<file path="src/rtl/majority_pkg.sv">
// Shared types and helpers for the majority vote sequencer.
// State encoding and the counter width rule live here so all files agree.
package majority_pkg;

  typedef enum logic [1:0] {
    IDLE    = 2'd0,
    COLLECT = 2'd1,
    REPORT  = 2'd2
  } state_e;

  // Bits needed to hold any value 0..n.
  function automatic int cnt_width(input int n);
    return $clog2(n + 1);
  endfunction

endpackage

</file>
<file path="src/rtl/majority_decide.sv">
// Combinational majority/tie decision for a ones count out of N votes.
// The compare runs at CW+1 bits so doubling the count cannot overflow.
module majority_decide
  import majority_pkg::*;
#(
  parameter int N  = 8,
  parameter int CW = cnt_width(N)
) (
  input  logic [CW-1:0] count,
  output logic          result,
  output logic          tie
);

  logic [CW:0] twice;
  logic [CW:0] n_ext;

  assign twice  = {count, 1'b0};
  assign n_ext  = (CW + 1)'(N);
  assign result = (twice > n_ext);

  // An odd vote total can never split evenly.
  generate
    if ((N % 2) == 0) begin : g_even
      assign tie = (twice == n_ext);
    end else begin : g_odd
      assign tie = 1'b0;
    end
  endgenerate

endmodule

</file>
<file path="src/rtl/majority_vote_sequencer.sv">
// Collects N serial votes over a valid/ready handshake and reports the
// majority, tie flag and ones count through a held result handshake.
module majority_vote_sequencer
  import majority_pkg::*;
#(
  parameter int N  = 8,
  parameter int CW = cnt_width(N)
) (
  input  logic          clk,
  input  logic          rst_n,
  input  logic          start,
  input  logic          abort,
  input  logic          vote_valid,
  input  logic          vote_bit,
  output logic          vote_ready,
  output logic          busy,
  output logic          result_valid,
  input  logic          result_ready,
  output logic          result,
  output logic          tie,
  output logic [CW-1:0] ones_count
);

  state_e          state_q;
  logic [CW-1:0]   idx_q;
  logic [CW-1:0]   cnt_q;
  logic            vote_ready_q;
  logic            busy_q;
  logic            result_valid_q;
  logic            result_q;
  logic            tie_q;
  logic [CW-1:0]   ones_q;

  logic [CW-1:0]   idx_d;
  logic [CW-1:0]   cnt_d;
  logic            accept;
  logic            last_vote;
  logic            dec_result;
  logic            dec_tie;

  assign accept    = vote_valid && vote_ready_q;
  assign idx_d     = idx_q + CW'(1);
  assign cnt_d     = cnt_q + CW'(vote_bit);
  assign last_vote = (idx_q == CW'(N - 1));

  // Decide on the count including the vote being accepted this cycle,
  // so the result can be registered on the same edge as the Nth vote.
  majority_decide #(
    .N  (N),
    .CW (CW)
  ) u_decide (
    .count  (cnt_d),
    .result (dec_result),
    .tie    (dec_tie)
  );

  always_ff @(posedge clk or negedge rst_n) begin
    if (!rst_n) begin
      state_q        <= IDLE;
      idx_q          <= '0;
      cnt_q          <= '0;
      vote_ready_q   <= 1'b0;
      busy_q         <= 1'b0;
      result_valid_q <= 1'b0;
      result_q       <= 1'b0;
      tie_q          <= 1'b0;
      ones_q         <= '0;
    end else begin
      case (state_q)
        IDLE: begin
          if (start) begin
            state_q      <= COLLECT;
            idx_q        <= '0;
            cnt_q        <= '0;
            vote_ready_q <= 1'b1;
            busy_q       <= 1'b1;
          end
        end

        COLLECT: begin
          // Abort takes priority, including over a final vote in the same cycle.
          if (abort) begin
            state_q      <= IDLE;
            idx_q        <= '0;
            cnt_q        <= '0;
            vote_ready_q <= 1'b0;
            busy_q       <= 1'b0;
          end else if (accept) begin
            idx_q <= idx_d;
            cnt_q <= cnt_d;
            if (last_vote) begin
              state_q        <= REPORT;
              vote_ready_q   <= 1'b0;
              result_valid_q <= 1'b1;
              result_q       <= dec_result;
              tie_q          <= dec_tie;
              ones_q         <= cnt_d;
            end
          end
        end

        REPORT: begin
          if (result_ready) begin
            state_q        <= IDLE;
            idx_q          <= '0;
            cnt_q          <= '0;
            busy_q         <= 1'b0;
            result_valid_q <= 1'b0;
            result_q       <= 1'b0;
            tie_q          <= 1'b0;
            ones_q         <= '0;
          end
        end

        default: begin
          state_q        <= IDLE;
          idx_q          <= '0;
          cnt_q          <= '0;
          vote_ready_q   <= 1'b0;
          busy_q         <= 1'b0;
          result_valid_q <= 1'b0;
          result_q       <= 1'b0;
          tie_q          <= 1'b0;
          ones_q         <= '0;
        end
      endcase
    end
  end

  assign vote_ready   = vote_ready_q;
  assign busy         = busy_q;
  assign result_valid = result_valid_q;
  assign result       = result_q;
  assign tie          = tie_q;
  assign ones_count   = ones_q;

endmodule
</file>
<file path="config.mk">
export PLATFORM = sky130hd
export DESIGN_NAME = majority_vote_sequencer
export DESIGN_NICKNAME = d
export VERILOG_FILES = /design/src/rtl/majority_pkg.sv /design/src/rtl/majority_decide.sv /design/src/rtl/majority_vote_sequencer.sv
export SDC_FILE = /design/constraint.sdc
export NUM_CORES = 1
export LEC_CHECK = 0
export ABC_AREA = 1
export BUFFER_PORTS_ARGS = -buffer_cell sky130_fd_sc_hd__buf_4
export CAP_MARGIN = 20
export CORE_ASPECT_RATIO = 1.2
export CORE_MARGIN = 4
export CORE_UTILIZATION = 30
export CTS_CLUSTER_DIAMETER = 80
export DETAILED_ROUTE_END_ITERATION = 10
export HOLD_SLACK_MARGIN = 0.1
export PLACE_DENSITY = 0.5
export SYNTH_ARGS = -nofsm -noshare
export SYNTH_HDL_FRONTEND = slang
export SYNTH_HIERARCHICAL = 1
export SYNTH_SLANG_ARGS = --single-unit
</file>
<file path="constraint.sdc">
create_clock -name clk -period 2.7 [get_ports clk]
set_input_delay 0 -clock clk [delete_from_list [all_inputs] [get_ports clk]]
set_output_delay 0 -clock clk [all_outputs]
set_load 0.005 [all_outputs]
</file>
==> flow_metrics.env, run 1 <==
export IMPL_synth_async_reset_ratio_pct=100
export IMPL_ioPinCount=16
export IMPL_rrSetupSlack_ns=1.26
export IMPL_diodes=0
export IMPL_crit_buf_inv=0
export IMPL_timing_final_ws_setup_ns=1.26
export IMPL_peakVddDrop_v=0.000237
export IMPL_crit_cells=7
export IMPL_crit_chain="ha_1 -> ha_1 -> xor2_1 -> o21ai_0 -> nand2_1 -> nand3_1 -> nand2_1"
export IMPL_yosysSeqAreaShare_pct=48.7
export IMPL_cpPeakStageDelay_ns=0.40
export IMPL_synth_edf_count=0
export IMPL_synth_area_leader_cell="dfrtp_1"
export IMPL_min_period_over_period_pct=53.3
export IMPL_start_util_pct=31.7
export IMPL_wl_per_cell_um=10.6
export IMPL_nNetsFinal=155
export IMPL_synth_common_cells="nand2_1, dfrtp_1, nand3_1"
export IMPL_drt_iter0_markers=39
export IMPL_cts_buffer_depth=2
export IMPL_dieArea_um2=4230
export IMPL_cp_end_kind="flip-flop"
export IMPL_track_usage_pct=10.5
export IMPL_setup_viol=0
export IMPL_grt_pass1_vias=848
export IMPL_synth_cells=121
export IMPL_rsz0062_at_grt="false"
export IMPL_crit_arrival_ns=1.68
export IMPL_clk_insertion_delay_late_ns=0.29
export IMPL_clk_pin_slew_ns=0.11
export IMPL_via_count=831
export IMPL_synthFlopType="dfrtp_1"
export IMPL_synth_area_leaders="dfrtp_1, nand2_1, nand3_1"
export IMPL_fmax_ghz=0.695
export IMPL_cts_root_buf="clkbuf_4"
export IMPL_path_class="reg -> reg"
export IMPL_pre_cts_ws_ns=1.27
export IMPL_cts_post_setup_buffers_inserted=0
export IMPL_dp_hpwl_um=1480
export IMPL_synth_top_area_share_pct=48.7
export IMPL_ys_types=19
export IMPL_synth_warning_count=6
export IMPL_yosysMostFrequentCell="nand2_1"
export IMPL_clock_sinks=19
export IMPL_fin_tns_setup_ns=0
export IMPL_powerDensity_nw_per_um2=474
export IMPL_drv_cap=0
export IMPL_grt_max_degree=20
export IMPL_viasPerCell=4.62
export IMPL_cp_top_family="flip-flops"
export IMPL_first_pass_iters=4
export IMPL_drt_total_wl_um=1910
export IMPL_layout_drive_gt1_share_pct=21.5
export IMPL_core_area_um2=3080
export IMPL_tightest_slew_ns=0.281
export IMPL_row_count=22
export IMPL_antenna_found_initial=0
export IMPL_syn_avg_cell_area_um2=8.07
export IMPL_cp_start_kind="flip-flop"
export IMPL_hold_class="in -> async"
export IMPL_h_tree_depth=1
export IMPL_fin_crit_ns=1.44
export IMPL_grt_first_pass_wirelength_um=3500
export IMPL_route_detailed_drc=0
export IMPL_cts_tree="built"
export IMPL_critPathMaxFanout=4
export IMPL_syn_cell_area_um2=976
export IMPL_gp_congestion=0.811
export IMPL_required_ns=2.94
export IMPL_grt_overflow=0
export IMPL_numCtsBuffers=3
export IMPL_synth_seq_cells=19
export IMPL_skew_ns=0.00190
export IMPL_syn_to_final_growth_pct=22.9
export IMPL_status="finished, final reports clean"
export IMPL_io_buffers=15
export IMPL_hold_viol=0
export IMPL_ff2ff_path_depth=7
export IMPL_p_leak_nw=0.675
export IMPL_drv_slew=0
export IMPL_relSlewSlack_pct=81.2
export IMPL_die_width_um=60.1
export IMPL_ant_nets=0
export IMPL_die_y_um=70.5
export IMPL_syn_num_nets=131
export IMPL_cp_slowest_cell="dfrtp_1"
## where the power goes
part	leakage, nW	total, mW	switching [mW]	internal, mW
clock network	0.0150	0.144	0.0867	0.0574
logic	0.402	0.115	0.0714	0.0433
registers	0.258	0.310	0.0113	0.299
total	0.675	0.569	0.169	0.400
## cell type report
cell class	instances	area, um^2
Multi-Input combinational cell	90	455
Sequential cell	19	475
Inverter	12	45.0
Tap cell	36	45.0
Clock buffer	4	26.3
Fill cell	323	1880
Timing Repair Buffer	19	153
## cell families (layout without fill, tap and decap cells)
family | count (synthesis) | after routing | synth area share, %
flops | 19 | 19 | 48.7
buf+inv | 12 | 35 | 4.62
simple gates | 79 | 79 | 37.9
fa+ha+maj | 3 | 3 | 3.85
xor+xnor | 2 | 2 | 1.80
compound gates | 6 | 6 | 3.08
## worst paths after layout
kind,start,end
hold / removal,rst_n,state_q[1]
setup reg to reg,cnt_q[0],result
min in group clk,vote_valid,state_q[0]
setup / recovery,cnt_q[0],result
hold reg to reg,result_valid,result_valid
max in group asynchronous,rst_n,cnt_q[0]
## repair_timing
action,4_1_cts,5_1_grt
hold buffers,4,0
endpoints found under the hold margin,31,0
gates resized for setup,0,0
## state kept, by name, indices dropped and copies added, names as in the netlist
name	cells
cnt_q	4
idx_q	4
ones_count	4
state_q	2
busy	1
result	1
result_valid	1
tie	1
vote_ready	1
## layer usage
layer  GRT usage (%)  share of wire (%)
met2            16.9                 49
met5               0                  0
met3            2.59                3.9
met4            4.68                2.0
met1            12.8                 45
## cell usage in the layout (no fill, tap or decap)
cell type	synthesis	layout
nor2_4	3	3
inv_2	4	4
nand3_1	16	16
xor2_1	1	1
xnor2_1	1	1
nand3b_1	1	1
or2_1	1	1
o21ai_0	4	4
nand2_4	1	1
dlygate4sd3_1	0	4
inv_1	7	7
nand2_1	46	46
buf_4	0	15
dfrtp_1	19	19
clkbuf_1	0	1
nand4_1	2	2
clkbuf_4	0	3
nand2_2	4	4
clkinv_1	1	1
or2_2	1	1
nor2_1	4	4
ha_1	3	3
o21ai_1	2	2
## metrics by stage
stage | instances | hold WS (ns) | cell area [um^2] | power, mW | utilization [%]
detailed placement | 172 | -0.108 | 1130 | 0.429 | 36.8
finish | 180 | 0.114 | 1200 | 0.569 | 38.9
CTS | 180 | 0.103 | 1200 | 0.585 | 38.9
global placement | 172 | -0.108 | 1130 | 0.427 | 36.8
global route | 180 | 0.115 | 1200 | 0.609 | 38.9
floorplan | 121 | -0.296 | 976 | 0.387 | -
No activity file was read; power rests on OpenSTA's default activity.
==> run 2: changes to the inputs <==
==> constraint.sdc (replaced) <==
create_clock -name clk -period 1.5 [get_ports clk]
set_input_delay 0 -clock clk [delete_from_list [all_inputs] [get_ports clk]]
set_output_delay 0 -clock clk [all_outputs]
set_load 0.005 [all_outputs]
==> flow_metrics.env, run 2 (synthesized netlist as in run 1, its figures left out) <==
export IMPL_rrSetupSlack_ns=0.14
export IMPL_crit_chain="ha_1 -> ha_4 -> xor2_2 -> nand2_1 -> nor2_1 -> nand3_1 -> nand2_1"
export IMPL_fmax_ghz=0.733
export IMPL_cts_tree="built"
export IMPL_peakVddDrop_v=0.000420
export IMPL_track_usage_pct=10.8
export IMPL_fin_crit_ns=1.36
export IMPL_diodes=0
export IMPL_clock_sinks=19
export IMPL_viasPerCell=4.54
export IMPL_timing_critical_path_mode_cell="nand2_1"
export IMPL_row_count=22
export IMPL_status="finished, final reports clean"
export IMPL_grt_pass1_vias=835
export IMPL_drv_cap=0
export IMPL_start_util_pct=31.7
export IMPL_die_width_um=60.1
export IMPL_relSlewSlack_pct=83.3
export IMPL_grt_max_degree=20
export IMPL_p_leak_nw=0.687
export IMPL_hold_class="in -> async"
export IMPL_cts_buffer_depth=2
export IMPL_tightest_slew_ns=0.251
export IMPL_powerDensity_nw_per_um2=832
export IMPL_crit_cells=7
export IMPL_cts_post_setup_buffers_inserted=0
export IMPL_ioPinCount=16
export IMPL_drt_iter0_markers=36
export IMPL_power_mw=1.03
export IMPL_cp_top_family="adder cells"
export IMPL_antenna_found_initial=0
export IMPL_ff2ff_path_depth=7
export IMPL_hold_viol=0
export IMPL_cts_root_buf="clkbuf_4"
export IMPL_skew_ns=0.00433
export IMPL_nNetsFinal=157
export IMPL_dieArea_um2=4230
export IMPL_via_count=827
export IMPL_final_common_cell="nand2_1"
export IMPL_syn_to_final_growth_pct=26.8
export IMPL_crit_arrival_ns=1.60
export IMPL_dp_hpwl_um=1530
export IMPL_first_pass_iters=4
export IMPL_grt_first_pass_wirelength_um=3500
export IMPL_ant_nets=0
export IMPL_drt_total_wl_um=1980
export IMPL_rsz0062_at_grt="false"
export IMPL_core_area_um2=3080
export IMPL_cpPeakStageDelay_ns=0.39
export IMPL_route_detailed_drc=0
export IMPL_cp_start_kind="flip-flop"
export IMPL_io_buffers=15
export IMPL_die_y_um=70.5
export IMPL_h_tree_depth=1
export IMPL_path_class="reg -> reg"
export IMPL_fin_tns_setup_ns=0
export IMPL_numCtsBuffers=3
export IMPL_gp_congestion=0.802
export IMPL_wl_per_cell_um=10.9
export IMPL_clk_pin_slew_ns=0.11
export IMPL_grt_overflow=0
export IMPL_required_ns=1.74
export IMPL_critPathMaxFanout=4
export IMPL_clk_insertion_delay_late_ns=0.29
export IMPL_cp_end_kind="flip-flop"
export IMPL_final_cell_mix="nand2_1, dfrtp_1, nand3_1, buf_4, inv_1"
export IMPL_setup_viol=0
export IMPL_crit_buf_inv=0
export IMPL_layout_drive_gt1_share_pct=24.0
export IMPL_cp_slowest_cell="dfrtp_1"
export IMPL_drv_slew=0
export IMPL_min_period_over_period_pct=90.9
-- run 2: cell types whose count changed in the layout (fill, tap and decap cells not counted), sizes merged --
cell	change
buf	+1
dlygate4sd3	+1
inv	+1
clkinv	-1
-- run 2: per-stage QoR --
step / utilization [%] / worst slack (ns) / area, um^2 / std cells / hold WS (ns)
after global routing: 40.1 / 0.0293 / 1240 / 182 / 0.114
after detailed placement: 37.0 / 0.0825 / 1140 / 173 / -0.107
final: 40.1 / 0.136 / 1240 / 182 / 0.109
after floorplan: - / 0.163 / 976 / 121 / -0.296
after CTS: 39.5 / 0.0546 / 1220 / 182 / 0.101
after global placement: 37.0 / 0.0865 / 1140 / 173 / -0.106
-- run 2: per-layer routing --
layer / wire, um / vias to the layer above / part of all wire, % / GRT usage, %
met5: 0 / - / 0 / 0
met4: 28 / 0 / 1.4 / 6.16
met3: 65 / 4 / 3.3 / 2.22
met2: 987 / 11 / 50 / 16.9
met1: 896 / 376 / 45 / 13.2
li1: - / 436 / - / -
-- run 2: area by class of cell --
class,instances,area (um^2)
tap,36,45.0
multi-input combinational,90,475
timing repair buffer,21,170
sequential,19,475
clock buffer,4,26.3
fill,317,1850
inverter,12,45.0
-- run 2: final timing paths --
path                          start       endpoint
max                        cnt_q[0]            tie
min                           rst_n     state_q[1]
max reg2reg                cnt_q[0]            tie
min reg2reg                  result         result
max in group asynchronous     rst_n       cnt_q[2]
min in group clk           vote_bit  ones_count[0]
-- run 2: timing repair --
| item | 4_1_cts | 5_1_grt |
|---|---|---|
| endpoints found under the setup margin | 0 | 6 |
| gates resized for setup | 0 | 3 |
| hold buffers | 5 | 0 |
| hold endpoints to repair | 31 | 0 |
-- run 2: where the power goes --
| group | leakage (nW) | internal, mW | total [mW] | switching (mW) |
|---|---|---|---|---|
| Combinational | 0.413 | 0.0821 | 0.212 | 0.130 |
| Sequential | 0.258 | 0.538 | 0.560 | 0.0217 |
| Clock | 0.0150 | 0.103 | 0.258 | 0.154 |
-- run 2: worst register-to-register path: cells and delay by family, from the launching register on --
family | cells | cell delay (ns)
flip-flops | 1 | 0.39
XOR/XNOR | 1 | 0.19
AND/OR/NAND/NOR | 4 | 0.33
adder cells (fa/ha/maj) | 2 | 0.40
